==> config.mk <==
export PLATFORM = sky130hd
export DESIGN_NAME = sdram_port_arbiter
export DESIGN_NICKNAME = d
export VERILOG_FILES = /design/src/rtl/sdram_port_arbiter.sv
export SDC_FILE = /design/constraint.sdc
export NUM_CORES = 1
export LEC_CHECK = 0
export ABC_CLOCK_PERIOD_IN_PS = 2000
export CAP_MARGIN = 15
export CORE_MARGIN = 5
export CORE_UTILIZATION = 25
export CTS_BUF_LIST = sky130_fd_sc_hd__clkbuf_4 sky130_fd_sc_hd__clkbuf_8 sky130_fd_sc_hd__clkbuf_16
export DETAILED_ROUTE_END_ITERATION = 10
export PLACE_DENSITY = 0.62
export SLEW_MARGIN = 20
export SYNTH_ARGS = -nofsm -noshare
export SYNTH_HDL_FRONTEND = slang
export SYNTH_SLANG_ARGS = --single-unit
export TNS_END_PERCENT = 10
==> constraint.sdc <==
create_clock -name clk -period 2 [get_ports clk]
set_input_delay 0.3 -clock clk [delete_from_list [all_inputs] [get_ports clk]]
set_output_delay 0.3 -clock clk [all_outputs]
set_load 0.005 [all_outputs]
==> src/rtl/sdram_port_arbiter.sv <==
// N-port request arbiter in front of the single enable/valid port of sdramController.
// One outstanding transaction; fixed-priority or round-robin selection.
module sdram_port_arbiter #(
   parameter int unsigned NUM_PORTS = 2,
   parameter int unsigned ADDR_W    = 25,
   parameter int unsigned DATA_W    = 32,
   parameter int unsigned RR_MODE   = 0,
   localparam int unsigned GW       = (NUM_PORTS > 1) ? $clog2(NUM_PORTS) : 1
) (
   input  logic                        clk,
   input  logic                        rst_n,
   input  logic [NUM_PORTS-1:0]        req_enable,
   input  logic [NUM_PORTS*ADDR_W-1:0] req_addr,
   input  logic [NUM_PORTS*2-1:0]      req_oplen,
   input  logic [NUM_PORTS*DATA_W-1:0] req_wdata,
   input  logic [NUM_PORTS-1:0]        req_rw,
   output logic [NUM_PORTS-1:0]        req_valid,
   output logic [DATA_W-1:0]           req_rdata,
   output logic [GW-1:0]               grant_idx,
   output logic                        busy,
   output logic                        mem_enable,
   output logic [ADDR_W-1:0]           mem_addr,
   output logic [1:0]                  mem_oplen,
   output logic [DATA_W-1:0]           mem_wdata,
   output logic                        mem_rw,
   input  logic                        mem_valid,
   input  logic [DATA_W-1:0]           mem_rdata
);

   localparam logic [1:0] IDLE = 2'd0;
   localparam logic [1:0] BUSY = 2'd1;
   localparam logic [1:0] DONE = 2'd2;

   logic [1:0]    state;
   logic [GW-1:0] ptr;
   logic [GW-1:0] win;
   logic          hit;
   int unsigned   k;

   // Round robin searches upward from the port after the last winner, wrapping.
   always_comb begin
      win = '0;
      hit = 1'b0;
      k   = 0;
      for (int unsigned i = 0; i < NUM_PORTS; i++) begin
         if (RR_MODE != 0)
            k = (32'(ptr) + i + 1) % NUM_PORTS;
         else
            k = i;
         if (!hit && req_enable[GW'(k)]) begin
            hit = 1'b1;
            win = GW'(k);
         end
      end
   end

   always_ff @(posedge clk or negedge rst_n) begin
      if (!rst_n) begin
         state      <= IDLE;
         ptr        <= GW'(NUM_PORTS - 1);
         grant_idx  <= '0;
         busy       <= 1'b0;
         mem_enable <= 1'b0;
         mem_addr   <= '0;
         mem_oplen  <= '0;
         mem_wdata  <= '0;
         mem_rw     <= 1'b0;
         req_valid  <= '0;
         req_rdata  <= '0;
      end else begin
         req_valid <= '0;
         case (state)
            IDLE: begin
               if (hit) begin
                  mem_addr   <= req_addr[32'(win)*ADDR_W +: ADDR_W];
                  mem_oplen  <= req_oplen[32'(win)*2 +: 2];
                  mem_wdata  <= req_wdata[32'(win)*DATA_W +: DATA_W];
                  mem_rw     <= req_rw[win];
                  grant_idx  <= win;
                  ptr        <= win;
                  mem_enable <= 1'b1;
                  busy       <= 1'b1;
                  state      <= BUSY;
               end
            end
            BUSY: begin
               if (mem_valid) begin
                  req_rdata  <= mem_rdata;
                  req_valid  <= NUM_PORTS'(1) << grant_idx;
                  mem_enable <= 1'b0;
                  state      <= DONE;
               end
            end
            DONE: begin
               busy  <= 1'b0;
               state <= IDLE;
            end
            default: begin
               mem_enable <= 1'b0;
               busy       <= 1'b0;
               state      <= IDLE;
            end
         endcase
      end
   end

endmodule

# Word level (Yosys, flattened, before mapping)
# Index checks and enable logic that the tools add are counted.
dict set report totals {
  register_bits 99
  in_bits 157
  output_inout_bits 97
  wordCells 44
}
dict set report op_classes {
  mul 1
  magnitude_cmp 1
  eq_ne 4
  n_shift 4
  mux 14
  bitwise_logic 2
  reduce_logical 8
}
# op count
set ops {}
lappend ops {{64-bit by 7-bit indexed part select with 32-bit output} 1}
lappend ops {{50-bit by 7-bit indexed part select with 25-bit output} 1}
lappend ops {{2-bit two-way mux} 4}
lappend ops {{2-bit AND reduction} 4}
lappend ops {{1-bit two-way mux} 7}
lappend ops {{1-bit by 5-bit multiplier with 6-bit output, second input constant} 1}
lappend ops {{2-bit != test, second input constant} 2}
lappend ops {{2-bit case mux with 2 select lines} 1}
lappend ops {{4-bit by 3-bit indexed part select with 2-bit output} 1}
lappend ops {{1-bit case mux with 3 select lines} 1}
lappend ops {{3-bit AND reduction} 1}
lappend ops {{2-bit by 1-bit == test with 1-bit output, second input constant} 1}
lappend ops {{2-bit == test, second input constant} 1}
lappend ops {{2-bit logical NOT} 1}
lappend ops {{1-bit by 2-bit less-than comparator with 1-bit output, second input constant} 1}
lappend ops {{1-bit inverter} 2}
lappend ops {{1-bit case mux with 2 select lines} 1}
lappend ops {{1-bit by 1-bit << shifter with 2-bit output, first input constant} 1}
lappend ops {{1-bit logical AND} 1}
lappend ops {{1-bit logical NOT} 1}

# Longest topological paths before layout
# Gate-level depths: netlist (run 1).
dict set report depth {
  depth_word 6
  mapped_depth 5
  depth_no_buf 3
}

# Worst setup path after synthesis (run 1)
# OpenSTA, ideal clock, no wires.
dict set report synth_path {
  path_type {reg-to-reg}
  from {register state[1]}
  to {register mem_addr[0]}
  setup_ps 125
  arrival_time_ps 1316
  t_required_ps 1875
  path_slack_ps 559
  path_stages_with_launch 6
  n_path_buf 2
  synth_period_minus_slack_ps 1441
  cell_sequence {dfrtp_1 nor2_1 o21a_1 buf_2 buf_4 mux2_2}
}
dict set report synth_between {
  elab_chain_len 2
}
# item line_no
set synth_lines {}
lappend synth_lines {{start, declared} 34} ;# logic [1:0] state;
lappend synth_lines {{start signal, assigned} 59} ;# state <= IDLE;
lappend synth_lines {{start signal, assigned} 83} ;# state <= BUSY;
lappend synth_lines {{start signal, assigned} 91} ;# state <= DONE;
lappend synth_lines {{2-bit logical NOT} 72} ;# case (state)
lappend synth_lines {{2-bit AND reduction (no line)} -}
lappend synth_lines {{end signal, assigned} 75} ;# mem_addr <= req_addr[32'(win)*ADDR_W +: ADDR_W];
lappend synth_lines {{end, declared} 22} ;# output logic [ADDR_W-1:0] mem_addr,
# Every way passes these cells.
# A chain may end at the register's enable or synchronous reset.

# Worst setup path in the final report (run 1)
dict set report layout_path {
  from {input port req_enable[1]}
  to {register mem_addr[6]}
}
dict set report layout_between {
  elab_chain_len 4
  word_cells_on_any_way 6
  cone_classes {1 x mul; 1 x shift; 2 x mux; 2 x reduce/logical}
}
# item line_no
set layout_lines {}
lappend layout_lines {{start, declared} 12} ;# input logic [NUM_PORTS-1:0] req_enable,
lappend layout_lines {{1-bit logical AND *} 50} ;# if (!hit && req_enable[GW'(k)]) begin
lappend layout_lines {{1-bit two-way mux} 50}
lappend layout_lines {{1-bit by 5-bit multiplier with 6-bit output} 75}
lappend layout_lines {{50-bit by 7-bit indexed part select with 25-bit output} 75}
# Mark *: on every way between the ends. The rest lies on a longest branch, timed or not.

==> impl_metrics.toml, run 1 <==
[status]
status = "completed"

[timing]
hold_viol_final = 0
setup_viol = 0
worst_pin_slew_ns = 0.473
slew_headroom = 0.685
hold_ws_ns = 0.337
period_share = 0.832
finClkSkew_ns = 0.00694
period_needed_ns = 1.66
fmax_mhz = 601
maxSlewViolCount = 0
rsz0062_at_grt = "false"

[critical_path]
path_cells = "clkdlybuf4s50_1, nor2b_4, buf_12, buf_4, mux2_4, mux2_2"
critical_path_required_ns = 2.23
path_class = "input pin to flip-flop"
path_depth = 6
arrival_ns = 1.90
cp_slowest_stage_delay_ns = 0.50
reg2reg_depth = 4
critPathBufInv = 3
critPathMaxFanout = 10
crit_path_top_delay_cell = "clkdlybuf4s50_1"
cp-end-kind = "flip-flop"
critPathLaunchType = "input pin"
critical-path-top-delay-family = "buffers and inverters"

[synthesis]
yosysMostFrequentCell = "dfrtp_1"
synth_compound_gate_area_share = 0.00808
synth_top_area_frac = 0.533
synth_fa_ha_area_frac = 0
synth_ff_type = "dfrtp_1"
yosys.area_share.simple = 0.00889
synth_top_family_by_area = "multiplexers"
syn_inst = 285
ys_ff_latch = 99
syn_area_um2 = 4640
async_flop_share = 1.00
yosys-mux-area-fraction = 0.417
synth_area_per_cell_um2 = 16.3
synthXorXnorAreaFrac = 0
seq_area_frac_synth = 0.533
syn_nets = 442
synth_edf_count = 0
ys_types = 16
yosysTopAreaCell = "dfrtp_1"
ys_top_cells_by_count = "dfrtp_1 (99), mux2_2 (92), mux2_4 (60)"
synth.area.top_cells = "dfrtp_1 (53%), mux2_2 (22%), mux2_4 (19%)"
yosys_warnings = 0

[floorplan]
die-width_um = 146
die_height_um = 146
rows = 49
ios = 254
die_area_um2 = 21400
core_area_um2 = 18100
initial_core_util = 0.256

[final_layout]
regArea_um2 = 2480
final-instance-count-excl-fill = 783
antenna_cells = 0
fill_cells = 1679
finalNetCount = 707
multi_input_area_um2 = 2020
area_growth_syn_to_layout_pct = 68.4
drive_above_1_share = 0.338

[route]
wl_met1_um = 5190
route.met3.wl_um = 1570
ant_nets = 0
vias = 3320
route.met2.wl_um = 6420
drt_iter0_markers = 60
drc = 0
wl_um = 13400
top_layer = "met4"
via_per_inst = 4.24
wl_per_cell_um = 17.1
first_pass_iters = 5

[placed_design]
gp_congestion = 0.778
dp_hpwl_um = 10400
port_buffers = 253
place_inst = 767

[global_routing]
antenna_found_initial = 0
grt_max_degree = 57
grt_pass1_vias = 3886
grt_pass1_wl_um = 21900
track_usage = 0.127
overflow = 0

[clock_network]
clock-root-buffer = "clkbuf_16"
insertion_delay_ns = 0.34
post_cts_buffers = 0
cts_num_sinks = 99
cts_buffers = 9
cts.htree.levels = 3
ctsResizeCount = 0
clockBufferDepth = 2
tritoncts = "yes"
path_clk_slew_ns = 0.07

[flow_run]
maxCapViolations = 0

[worst_hold_path]
hold_class = "input pin to async pin"

[pwr]
power_density_nw_per_um2 = 1250
vdd_ir_drop_max_uv = 536
power.leakage_nw = 3.26
[worst paths after layout]
kind / to / startpoint / slack, ns
max: mem_addr[6] / req_enable[1] / 0.34
min: mem_wdata[16] / rst_n / 0.34
max reg2reg: mem_addr[12] / state[1] / 0.39
min reg2reg: mem_enable / mem_enable / 0.50
max in group asynchronous: req_rdata[25] / rst_n / 0.98
min in group clk: mem_enable / mem_enable / 0.50
[sequential cells by signal, indices dropped and copies added, names as in the netlist]
register and count:
mem_enable 1, mem_rw 1, req_valid 2, req_rdata 32
grant_idx 1, mem_oplen 2, mem_addr 25, busy 1
mem_wdata 32, state 2
[placed cells by master, fill, tap and decap left out, types with 4 or more instances in the layout]
| master | n |
|---|---|
| buf_4 | 12 |
| clkbuf_16 | 9 |
| buf_12 | 6 |
| clkdlybuf4s50_1 | 252 |
| mux2_2 | 92 |
| o21ai_0 | 4 |
| mux2_4 | 60 |
| dfrtp_1 | 99 |
[power breakdown]
part           total, mW  internal, mW  switching (mW)
clock               1.67         0.922           0.750
sequential          3.56          3.02           0.535
combinational       4.53          3.15            1.38
total               9.76          7.09            2.67
[final cells by class]
type	count	share of cell area
sequential	99	0.317
tap	229	0.0366
inverter	2	0.000960
multi-input combinational	167	0.259
clock buffer	12	0.0333
timing repair buffer	271	0.351
clock inverter	3	0.00304
[stage by stage]
stage / setup WS (ns) / TNS (ns) / power (mW) / utilization / instance area, um^2
floorplan: 0.559 / 0 / 5.33 / - / 4640
global placement: 0.0187 / 0 / 8.10 / 0.415 / 7530
detailed placement: -0.0212 / -0.0495 / 8.22 / 0.415 / 7530
CTS: 0.351 / 0 / 9.96 / 0.431 / 7820
global route: 0.282 / 0 / 10.4 / 0.431 / 7820
finish: 0.337 / 0 / 9.76 / 0.431 / 7820
[kinds of logic (layout without fill, tap and decap cells)]
kind of cell | Yosys count | after routing
AOI/OAI and AO/OA | 7 | 7
buffers and inverters | 19 | 288
DFF | 99 | 99
muxes | 152 | 152
and+or+nand+nor | 8 | 8
[layer usage]
layer  track usage  up-vias
li1              -     1539
met1         0.141     1596
met2         0.209      167
met3        0.0635       18
met4        0.0466        0
met5             0        -
[what timing repair did]
action,4_1_cts,5_1_grt
endpoints found under the setup margin,0,0
hold endpoints to repair,8,0
hold buffers,1,0
(Power assumes the default switching activity.)
==> inputs of run 2 (changes only) <==
Settings changed: ABC_CLOCK_PERIOD_IN_PS 2000 to 1700.
Clock period 2 ns to 1.7 ns, I/O delays scaled along.
==> impl_metrics.toml, run 2 (synthesis gave the netlist of run 1 again) <==
[critical_path]
critical_path_required_ns = 1.93
cp-end-kind = "flip-flop"
arrival_ns = 1.85
critPathLaunchType = "input pin"
path_class = "input pin to flip-flop"
rrSetupSlack_ns = 0.16
path_cells = "clkdlybuf4s50_1, nor2b_4, buf_12, buf_4, mux2_4, mux2_2"
crit_path_top_delay_cell = "clkdlybuf4s50_1"
cp_slowest_stage_delay_ns = 0.50
critPathMaxFanout = 10

[global_routing]
grt_pass1_vias = 3798
overflow = 0
grt_max_degree = 46
antenna_found_initial = 0
grt_pass1_wl_um = 21200
track_usage = 0.124

[placed_design]
dp_slack_ns = -0.287
port_buffers = 253
gp_congestion = 0.769
place_inst = 770
dp_hpwl_um = 10700

[pwr]
vdd_ir_drop_max_uv = 843
power_density_nw_per_um2 = 1470
power_frac_seq = 0.360
power.leakage_nw = 3.29
p_int_mw = 8.32
p_sw_frac = 0.280
p_clk_frac = 0.175
comb_power_share = 0.465
p_switching_mw = 3.23

[clock_network]
cts_num_sinks = 99
cts_buffers = 9
cts.htree.levels = 3
tritoncts = "yes"
post_cts_buffers = 0
clock-root-buffer = "clkbuf_16"
clockBufferDepth = 2
insertion_delay_ns = 0.34
path_clk_slew_ns = 0.07

[route]
drc = 0
via_per_inst = 4.23
first_pass_iters = 4
drt_iter0_markers = 98
vias = 3329
wl_per_cell_um = 17.3
ant_nets = 0
wl_um = 13600

[floorplan]
rows = 49
initial_core_util = 0.256
core_area_um2 = 18100
die-width_um = 146
die_height_um = 146
ios = 254
die_area_um2 = 21400

[timing]
rsz0062_at_grt = "false"
fmax_mhz = 619
slew_headroom = 0.776
worst_slack_ns = 0.0840
period_share = 0.951
fin_setup_tns_ns = 0
worst_pin_slew_ns = 0.333
hold_viol_final = 0
hold_ws_ns = 0.328
finClkSkew_ns = 0.00839
setup_viol = 0
period_needed_ns = 1.62
maxSlewViolCount = 0

[final_layout]
multi_input_area_um2 = 2030
regArea_um2 = 2480
final-instance-count-excl-fill = 787
final_common_cell = "clkdlybuf4s50_1"
drive_above_1_share = 0.344
fill_cells = 1662
layout_common_cells = "clkdlybuf4s50_1 (252), dfrtp_1 (99), mux2_2 (92), mux2_4 (60), buf_4 (14)"
area_growth_syn_to_layout_pct = 69.3
top_regs = "mem_wdata: 32 flops, req_rdata: 32 flops, mem_addr: 25 flops"
antenna_cells = 0
finalNetCount = 710

[flow_run]
maxCapViolations = 0

[status]
status = "completed"

[worst_hold_path]
hold_class = "input pin to async pin"
## run 2: per-stage QoR
stage / power, mW / util / area, um^2
after floorplan: 6.27 / - / 4640
after global placement: 9.55 / 0.417 / 7560
after detailed placement: 9.68 / 0.417 / 7560
after CTS: 11.8 / 0.433 / 7860
after global routing: 12.3 / 0.433 / 7870
final: 11.5 / 0.433 / 7870
## run 2: path summary, 6_finish.rpt
kind	from	endpoint	cells past startpoint
hold / removal	rst_n	mem_wdata[22]	2
hold reg to reg	mem_enable	mem_enable	2
max in group asynchronous	rst_n	req_rdata[9]	3
setup reg to reg	state[0]	mem_addr[11]	4
min in group clk	mem_enable	mem_enable	2
setup / recovery	req_enable[1]	mem_addr[0]	6
## run 2: power by group through the flow
stage / Combinational (mW) / Clock (mW) / Sequential [mW]
2_1_floorplan: 2.01 / 0 / 4.26
3_3_place_gp: 5.39 / 0 / 4.15
3_5_place_dp: 5.47 / 0 / 4.21
4_1_cts: 5.50 / 2.11 / 4.18
5_1_grt: 5.78 / 2.20 / 4.33
6_report: 5.37 / 2.02 / 4.16
## run 2: timing repair
action,in CTS,in global routing
setup endpoints to repair,0,1
hold buffers,1,0
gates resized for setup,0,1
endpoints found under the hold margin,14,0
## run 2: final cells by class
| type | instances | area share |
|---|---|---|
| Clock buffer | 10 | 0.0296 |
| Multi-Input combinational cell | 167 | 0.258 |
| Sequential cell | 99 | 0.315 |
| Inverter | 2 | 0.000955 |
| Tap cell | 229 | 0.0364 |
| Timing Repair Buffer | 274 | 0.353 |
| Clock inverter | 6 | 0.00716 |
## run 2: worst max-delay path, delay by kind of cell
kind | cells | cell delay (ns)
buffers and inverters | 3 | 0.83
muxes | 2 | 0.57
and+or+nand+nor | 1 | 0.18
## run 2: layer usage
metal | track usage | wire length, um | vias up
met4 | 0.0348 | 197 | 0
met1 | 0.139 | 5290 | 1611
li1 | - | - | 1546
met2 | 0.205 | 6490 | 159
met5 | 0 | 0 | -
met3 | 0.0685 | 1620 | 13
==> RTL edit, RTL diff (settings of run 1) <==
Change the parameter `NUM_PORTS` from 2 to 1.
--- a/src/rtl/sdram_port_arbiter.sv
+++ b/src/rtl/sdram_port_arbiter.sv
@@ -3,3 +3,3 @@
 module sdram_port_arbiter #(
-   parameter int unsigned NUM_PORTS = 2,
+   parameter int unsigned NUM_PORTS = 1,
    parameter int unsigned ADDR_W    = 25,
Interface: changed (6 resized); port bits go from 254 to 192. The function was not compared with the original's and may differ.
==> RTL edit against run 1 <==
Critical path depth fell by 5. Via count down 26%. Clock power grew 6%. Power shrank 14%. Worst setup slack improved by 0.14 ns. Synthesized cell count shrank 25%. Wire length down 27%. Global-route usage down 1.4 points. Final area is 21% lower. Register-to-register slack improved by 0.16 ns. Synthesized area fell by 18%. Fmax is 9.1% higher. Die area down 17%. Sequential cell count shrank 2. Largest cell class is now flip-flops and latches.
==> RTL edit: results (changes against run 1) <==
The number of detailed-routing iterations run before antenna repair came out at 4 (-1). The number of distinct standard cells referenced by the synthesized netlist was 18 (+2). The post-synthesis net count is 310 (-30%). The setup clock skew after layout came out at 0.00400 ns (-0.00294 ns). The number of port buffers came out at 190 (-25%). The post-cts sizing count came out at 0 (unchanged). The detailed placer's ending HPWL is 7090 um (-32%). The clock latency on the worst-skew pair is 0.34 ns (about the same).

The clock slew at the register clock pins of the worst setup and hold paths is 0.06 ns. In the final layout, the registers with the most flip-flops are mem_wdata (32), req_rdata (32), mem_addr (25). The cell-internal power came out at 6310 uW (-11%). The largest individual stage delay along the critical path comes from the cell sky130_fd_sc_hd__clkdlybuf4s50_1.

The sequential area share after synthesis came out at 0.640 (+0.106). The pin count of the biggest net entering global routing is 98 (+72%). The aggregate global-route resource usage came to 0.112 (-0.0143). The post-place setup slack is 0.201 ns (+0.223 ns). The via count of the first global-routing pass is 2812 (-28%).

The maximum frequency from static timing analysis came out at 0.656 GHz (+9.1%). Ranked by total cell area, the synthesized netlist is headed by sky130_fd_sc_hd__dfrtp_1, sky130_fd_sc_hd__mux2_2, sky130_fd_sc_hd__mux2_4, sky130_fd_sc_hd__buf_6, sky130_fd_sc_hd__buf_12. The commonest cells after synthesis are sky130_fd_sc_hd__dfrtp_1, sky130_fd_sc_hd__mux2_2, sky130_fd_sc_hd__mux2_4. The routability congestion estimate came out at 0.699 (-10%). The flow ran to the end, and the final reports show no timing, DRC or antenna violations. The path class of the tightest hold or removal check is in2async. The internal reg-to-reg setup slack is 0.55 ns (+0.16 ns). The transition time of the tightest slew-check pin came out at 0.526 ns (+0.0535 ns).

The initial antenna violation count came out at 0 (unchanged). The total number of vias was 2448 (-26%). The leakage component of the power came out at 0.00256 uW (-22%). The worst-path maximum fanout came out at 2 (-8). The violation count after the first detailed-routing iteration came out at 44 (-27%). The arrival time at the worst endpoint came to 1.22 ns (-0.68 ns). STA classifies the critical path startpoint as a flop. The layout cell share with drive strength beyond 1 was 0.287 (-0.0501). The total number of yosys warnings is 0 (unchanged). The worst supply voltage drop on vdd is 0.000562 V (+4.8%). The root buffer cell chosen for the clock tree is sky130_fd_sc_hd__clkbuf_16.

The wire length of the first global-routing pass came out at 15600 um (-28%). The post-detailed-route wirelength per cell came out at 16.2 um (-5.3%). The post-layout net count is 505 (-29%). The delay of the slowest critical-path stage came out at 0.53 ns (+0.03 ns).
[RTL edit: final timing paths]
path,from,to,cells after the start
worst max-delay path,req_rdata[28],req_rdata[28],1
worst min-delay path,rst_n,mem_addr[14],2
worst max register to register,state[1],req_rdata[31],4
worst min register to register,mem_enable,mem_enable,2
max in group asynchronous,rst_n,req_rdata[17],2
min in group clk,mem_enable,mem_enable,2
[RTL edit: worst reg2reg max path, delay by kind of cell, from the launching register on]
kind | cells | cell delay (ns)
multiplexers | 1 | 0.37
buffers and inverters | 2 | 0.30
AND/OR/NAND/NOR | 1 | 0.22
flip-flops | 1 | 0.45
[RTL edit: area by class of cell]
type | count | area (um^2)
clock buffer | 14 | 269
multi-input combinational | 104 | 1220
clock inverter | 2 | 37.5
timing repair buffer | 195 | 1990
tap | 188 | 235
fill | 1405 | 8850
sequential | 97 | 2430
inverter | 2 | 7.51
[RTL edit: through the flow]
stage / cell area, um^2 / hold WS [ns] / std cells / util
2_1_floorplan: 3790 / 0.00441 / 214 / -
6_report: 6190 / 0.00317 / 602 / 0.412
3_5_place_dp: 5880 / 0.405 / 586 / 0.391
5_1_grt: 6190 / 0.0543 / 602 / 0.412
4_1_cts: 6190 / 0.0356 / 602 / 0.412
3_3_place_gp: 5880 / 0.396 / 586 / 0.391
[RTL edit: cell families (layout without fill, tap and decap cells)]
| logic type | after synthesis | after routing | share of synthesized area |
|---|---|---|---|
| AND/OR/NAND/NOR | 7 | 7 | 0.0129 |
| AO/OA/AOI/OAI | 4 | 4 | 0.00527 |
| flip-flops | 97 | 97 | 0.640 |
| buffers and inverters | 13 | 213 | 0.0396 |
| multiplexers | 92 | 92 | 0.302 |
| other | 1 | 1 | 0.000988 |
[RTL edit: power by group through the flow]
stage                     logic (uW)  registers [uW]  clock network (uW)
final                           3360            3260                1770
after floorplan                 1220            3320                   0
after CTS                       3440            3280                1850
after detailed placement        3430            3290                   0
after global placement          3390            3270                   0
after global routing            3580            3390                1930
[RTL edit: routing by layer]
metal / GRT usage / up-vias / part of all wire
li1: - / 1133 / -
met1: 0.135 / 1218 / 0.42
met2: 0.186 / 88 / 0.51
met3: 0.0336 / 9 / 0.061
met4: 0.0531 / 0 / 0.018
met5: 0 / - / 0
